$ cat src/rtl/mult_pkg.sv
// Shared types and sizing helpers for the shift-add multiplier.
package mult_pkg;

  typedef enum logic [1:0] {
    IDLE  = 2'd0,
    ADD   = 2'd1,
    SHIFT = 2'd2,
    DONE  = 2'd3
  } state_t;

  // Iteration counter width: enough bits to hold WIDTH-1.
  function automatic int cnt_width(input int width);
    return (width < 2) ? 1 : $clog2(width);
  endfunction

endpackage

$ cat src/rtl/addsub_nbit.sv
// Combinational WIDTH+1-bit adder/subtractor for the partial-product step.
module addsub_nbit #(
  parameter int WIDTH = 8
) (
  input  logic [WIDTH:0] a,
  input  logic [WIDTH:0] b,
  input  logic           sub_en,
  output logic [WIDTH:0] sum
);

  assign sum = sub_en ? (a - b) : (a + b);

endmodule

$ cat src/rtl/multiplier_n.sv
// Sequential shift-add multiplier with signed/unsigned modes and a
// start/busy/done handshake; product is {A, B} after 2*WIDTH cycles.
module multiplier_n
  import mult_pkg::*;
#(
  parameter int WIDTH = 8
) (
  input  logic               Clk,
  input  logic               Reset,
  input  logic               Start,
  input  logic               Signed_mode,
  input  logic [WIDTH-1:0]   Mcand,
  input  logic [WIDTH-1:0]   Mplier,
  output logic               Busy,
  output logic               Done,
  output logic [2*WIDTH-1:0] Product,
  output logic [WIDTH-1:0]   Aval,
  output logic [WIDTH-1:0]   Bval,
  output logic               X
);

  localparam int CW = cnt_width(WIDTH);
  localparam logic [CW-1:0] LAST = CW'(WIDTH - 1);

  state_t           state, state_next;
  logic [WIDTH-1:0] a_reg, b_reg, m_reg;
  logic             x_reg, mode;
  logic [CW-1:0]    count;

  logic [WIDTH:0]   add_a, add_b, add_sum;
  logic             sub_en;

  // Handshake: Start is a level sampled only in IDLE; Done stays up while
  // Start is held so a held button yields one operation, not repeats.
  always_ff @(posedge Clk) begin
    if (Reset) state <= IDLE;
    else       state <= state_next;
  end

  always_comb begin
    state_next = state;
    case (state)
      IDLE:    if (Start) state_next = ADD;
      ADD:     state_next = SHIFT;
      SHIFT:   state_next = (count == LAST) ? DONE : ADD;
      DONE:    if (!Start) state_next = IDLE;
      default: state_next = IDLE;
    endcase
  end

  // Sign- or zero-extend both addends; in signed mode the final bit of the
  // multiplier carries negative weight, so that step subtracts M.
  always_comb begin
    add_a  = {mode & a_reg[WIDTH-1], a_reg};
    add_b  = {mode & m_reg[WIDTH-1], m_reg};
    sub_en = mode && (count == LAST);
  end

  addsub_nbit #(.WIDTH(WIDTH)) u_addsub (
    .a      (add_a),
    .b      (add_b),
    .sub_en (sub_en),
    .sum    (add_sum)
  );

  always_ff @(posedge Clk) begin
    if (Reset) begin
      a_reg <= '0;
      b_reg <= '0;
      m_reg <= '0;
      x_reg <= 1'b0;
      mode  <= 1'b0;
      count <= '0;
    end else begin
      case (state)
        IDLE: begin
          if (Start) begin
            a_reg <= '0;
            x_reg <= 1'b0;
            b_reg <= Mplier;
            m_reg <= Mcand;
            mode  <= Signed_mode;
            count <= '0;
          end
        end
        ADD: begin
          if (b_reg[0]) {x_reg, a_reg} <= add_sum;
          else          x_reg <= mode & a_reg[WIDTH-1];
        end
        SHIFT: begin
          a_reg <= {x_reg, a_reg[WIDTH-1:1]};
          b_reg <= {a_reg[0], b_reg[WIDTH-1:1]};
          x_reg <= mode & x_reg;
          count <= count + 1'b1;
        end
        default: ;
      endcase
    end
  end

  assign Busy    = (state == ADD) || (state == SHIFT);
  assign Done    = (state == DONE);
  assign Aval    = a_reg;
  assign Bval    = b_reg;
  assign X       = x_reg;
  assign Product = {a_reg, b_reg};

endmodule

$ cat config.mk
export PLATFORM = sky130hd
export DESIGN_NAME = multiplier_n
export DESIGN_NICKNAME = d
export VERILOG_FILES = /design/src/rtl/mult_pkg.sv /design/src/rtl/addsub_nbit.sv /design/src/rtl/multiplier_n.sv
export SDC_FILE = /design/constraint.sdc
export NUM_CORES = 1
export LEC_CHECK = 0
export BUFFER_PORTS_ARGS = -buffer_cell sky130_fd_sc_hd__buf_2
export CAP_MARGIN = 40
export CORE_ASPECT_RATIO = 0.6
export CORE_MARGIN = 2
export CORE_UTILIZATION = 32
export CTS_CLUSTER_SIZE = 12
export DETAILED_ROUTE_END_ITERATION = 8
export SLEW_MARGIN = 20
export SYNTH_ARGS = -nofsm -noshare
export SYNTH_HDL_FRONTEND = slang
export SYNTH_SLANG_ARGS = --single-unit
$ cat constraint.sdc
create_clock -name Clk -period 3.53 [get_ports Clk]
set_input_delay 0.353 -clock Clk [delete_from_list [all_inputs] [get_ports Clk]]
set_output_delay 0.353 -clock Clk [all_outputs]
set_load 0.005 [all_outputs]
# After elaboration in Yosys (flattened, before gate mapping)
# Cells that the tools add are included.
# totals
ff_bits	31
inputBits	20
rom_bits	0
wordCells	45
output_inout_bits	35
mem_bits_rw	0
n_memories	0
latch_bits	0
# classes
n_mul	0
n_mux	15
addsub	3
order_cmp	0
n_reduce_logical	10
n_bitwise	3
shift	0
div	0
n_eq_ne	7
# ops
op	n
$mux W8	3
$pmux W8 S3	1
$pmux W8 S2	1
$add A9 B9 Y9	1
$mux W9	1
$sub A9 B9 Y9	1
$pmux W2 S4	1
$reduce_and A2 Y1	4
$mux W2	3
$ne A2 B2 Y1 const B	3
$pmux W3 S2	1
$eq A2 B2 Y1 const B	2
$add A3 B1 Y3 const B	1
$and A1 B1 Y1	3
$eq A3 B3 Y1 const B	1
$mux W3	1
$pmux W1 S3	1
$reduce_and A3 Y1	1
$reduce_bool A3 Y1	1
$eq A2 B1 Y1 const B	1
$logic_not A2 Y1	1
$mux W1	2
$reduce_bool A2 Y1	1
$logic_and A1 B1 Y1	1
$logic_or A1 B1 Y1	1

# Logic depth before layout (Yosys ltp)
# depth
ltp_word	5
mapped_depth	13
depth_no_buf	11

# Modules after synthesis
# From an unflattened synthesis, not the netlist that was laid out.
# unflattened
hier_cells	262
hier_area_um2	2153.3
# modules_own_cells
module	cells_per_inst	n_inst	area_per_inst_um2	seq_area_each_um2
multiplier_n	193	1	1630.3	620.6
addsub_nbit	69	1	523.0	0.0

# Worst setup path before layout
# Ideal clock, no wire load.
# synth_path
kind	flip-flop to flip-flop
startpoint	register count[0]
endpoint	register a_reg[7], in the netlist Aval[7]
path_buffers	1
setup_ns	0.117
period_less_slack_ns	2.710
stages_incl_launch_ff	12
slack_ns	0.820
t_required_ns	3.413
t_arrival_ns	2.593
cell_sequence	dfxtp_1 -> ha_1 -> ha_1 -> and2_1 -> buf_6 -> a21oi_1 -> xnor2_1 -> ha_1 -> a2111oi_2 -> a21oi_1 -> or3_1 -> a32o_1
# synth_via
elab_chain_len	5
# synth_lines
element	line	rtl
start, declared	multiplier_n.sv:28	logic [CW-1:0] count;
start signal, assigned	multiplier_n.sv:94	count <= count + 1'b1;
$eq A3 B3 Y1	multiplier_n.sv:56	sub_en = mode && (count == LAST);
$logic_and A1 B1 Y1	multiplier_n.sv:56	
$mux W9	addsub_nbit.sv:11	assign sum = sub_en ? (a - b) : (a + b);
$mux W8	multiplier_n.sv:87	if (b_reg[0]) {x_reg, a_reg} <= add_sum;
$pmux W8 S3	multiplier_n.sv:75	case (state)
end signal, assigned	multiplier_n.sv:87	
end signal, assigned	multiplier_n.sv:91	a_reg <= {x_reg, a_reg[WIDTH-1:1]};
end, declared	multiplier_n.sv:26	logic [WIDTH-1:0] a_reg, b_reg, m_reg;
# Every way passes these cells. The select of a mux whose other input is x is not followed.
# A chain may end at the register's enable or synchronous reset.

# Worst setup path after layout
# Same ends and word-level chain as after synthesis.

==> results by group <==
Yosys
  – Post-synth ARST share: 0%
  – Post-Synthesis Cells: 266
  – Top-count cell post-synth: nand2_1
  – Post-synth top cells: nand2_1 (35), dfxtp_1 (31), nor2_1 (22)
  – Largest area contributor in the netlist: dfxtp_1
  – Yosys reg bits: 31
  – Main area contributors after synthesis: dfxtp_1 (28%), ha_1 (8.6%), nand2_1 (6.0%), buf_4 (5.5%), mux2i_1 (5.0%)
  – Post-Synth Adder-Cell Area: a little under a tenth
  – Synth top area share: 28.3%
  – Synth warnings: 0
  – Mux share of post-synthesis cell area: 5.54%
  – Top FF cell, synth: dfxtp_1
  – Post-synth EDFFs: 0
  – Synth Area in XOR/XNOR: 2.80%
  – Syn Nets: just over 300
  – Post-synthesis sequential area ratio: 28.3%
  – Mapped cell area: 2190 um^2
  – Largest family of logic cells by synthesized area: compound AO/OA/AOI/OAI gates
  – Distinct cells, synth: 53
  – Synth Area in Compound Gates: about 24%
  – Simple logic cell fraction of the synthesized area: 20.0%
  – Synthesized area per cell: 8.24 um^2

Critical path
  – CP arrival: 3.14 ns
  – Kind of critical path: reg -> reg
  – Slowest cell delay on critical path: 0.43 ns
  – CP startpoint kind: register
  – Critical path cell sequence: ha_1 > ha_1 > and2_1 > a21oi_1 > xnor2_1 > ha_1 > a2111oi_2 > a21oi_1 > or3_1 > a32o_1
  – Crit-path max FO: 8
  – Most frequent CP cell: ha_1
  – Nature of the critical path endpoint: register
  – Critical Path RT: roughly 3.7 ns
  – Slowest CP cell: a2111oi_2

Placement
  – Placed cell areas: between 2000 and 2500 um^2
  – RePlAce Congestion: 0.919
  – Placed cell count: 382
  – Post-DP HPWL: 4180 um
  – Port Buffers: 54

Clock tree
  – Worst skew pair latency: between 0.2 and 0.3 ns
  – CTS hold repair buffers: 0
  – CTS tree: yes
  – Clock-pin slew on the worst setup and hold paths: roughly 0.06 ns
  – Setup bufs post-CTS: 0
  – CTS Sinks: 31
  – Total CTS buffers: 5
  – Clk buf depth: 2
  – H-Tree Depth: 2
  – CTS resizes: 0
  – Root Driver: clkbuf_16

STA
  – RSZ-0062 raised after global routing: no
  – Final Setup Violations: 0
  – Tcrit/Tclk final: 84.3%
  – Fin. max-slew vios: 0
  – Final Skew: 0.00563 ns
  – Max-slew headroom: 56.6%
  – Sum Neg Setup Slack: 0 ns
  – Endpoints failing hold: 0
  – Final min period: 2.98 ns
  – Worst slew pin tran: between 0.6 and 0.7 ns
  – F_max: 0.336 GHz

Global routing
  – Vias in the first global route: between 1500 and 2000
  – Initial antenna violation count: 0
  – Routing usage on met2: 24.0%
  – First-pass GRT wire length: ~9100 um
  – Gr busiest metal: met2
  – Largest net degree at the start of global routing: 28
  – Global Route Usage Sum: 15.4%
  – GR Util met1: approximately a fifth
  – GRT Residual Overflow: 0
  – GR Util met3: 3.37%

Pwr
  – LEAKAGE: 1.09 nW
  – Seq pwr share: about 28%
  – Psw: 0.608 mW
  – Share of power burned in combinational logic: 40.8%
  – Clk pwr share: 30.7%
  – Switching share of power: 37.5%
  – Power Internal: 1.01 mW
  – Power density over the cells: 629 nW/um^2
  – Peak supply drop: approximately 0.2 mV

Drt
  – Post-route antenna net violation count: 0
  – 1st-iter DRT viols: 130
  – Routed WL per cell: approximately 14 um
  – WL final: 5500 um
  – Via count: 2027
  – Drt drc: 0
  – Via density: 5.20
  – Router iterations before antenna repair: 4

Floorplanning
  – Core Area: 6650 um^2
  – Initial Util: between 30% and 40%
  – Total die area: 7550 um^2
  – Die Wd: 111 um
  – # IOs: 55
  – Row Count: 23
  – Die height: just under 70 um

Layout
  – Core Util, Final: 38.8%
  – Final std cells w/o fill: 390
  – Area Growth Syn to Fin: 17.6%
  – # fillers: 691
  – Share of layout cells above drive strength 1: 24.1%
  – ANT cells: 0
  – Nets: approximately 340
  – Post-route cell area: roughly 2600 um^2

Status
  – Status: complete, no violations

Job
  – MaxCap Viol Count: 0

Min path
  – Hold Crit Class: in -> reg
## worst paths after layout
path,cells after the start,from,slack [ns],to
worst max-delay path,10,count[0],0.55,Aval[7]
worst min-delay path,3,Mcand[7],0.30,m_reg[7]
worst max register to register,10,count[0],0.55,Aval[7]
worst min register to register,2,count[1],0.50,count[1]
## area by class of cell
type / count / area [um^2] / area share [%]
Tap cell: 87 / 109 / 4.22
Sequential cell: 31 / 621 / 24.1
Timing Repair Buffer: 55 / 278 / 10.8
Multi-Input combinational cell: 197 / 1360 / 52.6
Clock inverter: 3 / 43.8 / 1.70
Clock buffer: 5 / 125 / 4.85
Inverter: 12 / 45.0 / 1.75
## logic make-up (layout without fill, tap and decap cells)
kind of cell    Yosys count  in the layout
simple gates             88             88
mux                      12             12
fa+ha+maj                16             16
flops                    31             31
compound gates           74             74
xor+xnor                  7              7
buf+inv                  38             75
## power groups by stage
stage	sequential, mW	combinational [mW]	clock [mW]
2_1_floorplan	0.460	0.506	0
3_3_place_gp	0.469	0.651	0
3_5_place_dp	0.469	0.654	0
4_1_cts	0.462	0.658	0.510
5_1_grt	0.473	0.736	0.521
6_report	0.461	0.662	0.498
## through the flow
step / setup slack, ns / hold WS [ns] / total power, mW
after floorplan: 0.820 / 0.458 / 0.966
after global placement: 0.672 / 0.473 / 1.12
after detailed placement: 0.598 / 0.490 / 1.12
after CTS: 0.575 / 0.297 / 1.63
after global routing: 0.394 / 0.313 / 1.73
final: 0.555 / 0.305 / 1.62
## worst max-delay path: cells and delay by family (launching register included)
family,cells,cell delay [ns]
AOI/OAI and AO/OA,4,0.94
adders and majority gates,3,0.78
DFF,1,0.32
xor gates and xnor gates,1,0.19
and+or+nand+nor,2,0.63
## metal layers
layer | part of all wire [%] | routed length [um] | up-vias
met3 | 5.4 | 295 | 7
met4 | 0.96 | 53 | 0
met1 | 53 | 2910 | 934
met2 | 41 | 2240 | 57
li1 | - | - | 1029
met5 | 0 | 0 | -
## cell usage in the layout (no fill, tap or decap), types with 3 or more instances in the layout
master     Yosys  final
mux2i_1       11     11
dfxtp_1       31     31
inv_1         12     12
a32o_1         5      5
clkbuf_16      0      5
and2_1         4      4
ha_1          15     15
a31oi_1        5      5
nor2_1        22     22
a21oi_1       21     21
buf_2          4     54
nand2_1       35     35
a32oi_1        4      4
nand3_1        6      6
nor2b_1        3      3
a211oi_1      12     12
xnor2_1        7      7
o21ai_0       10     10
(Power assumes the default switching activity.)
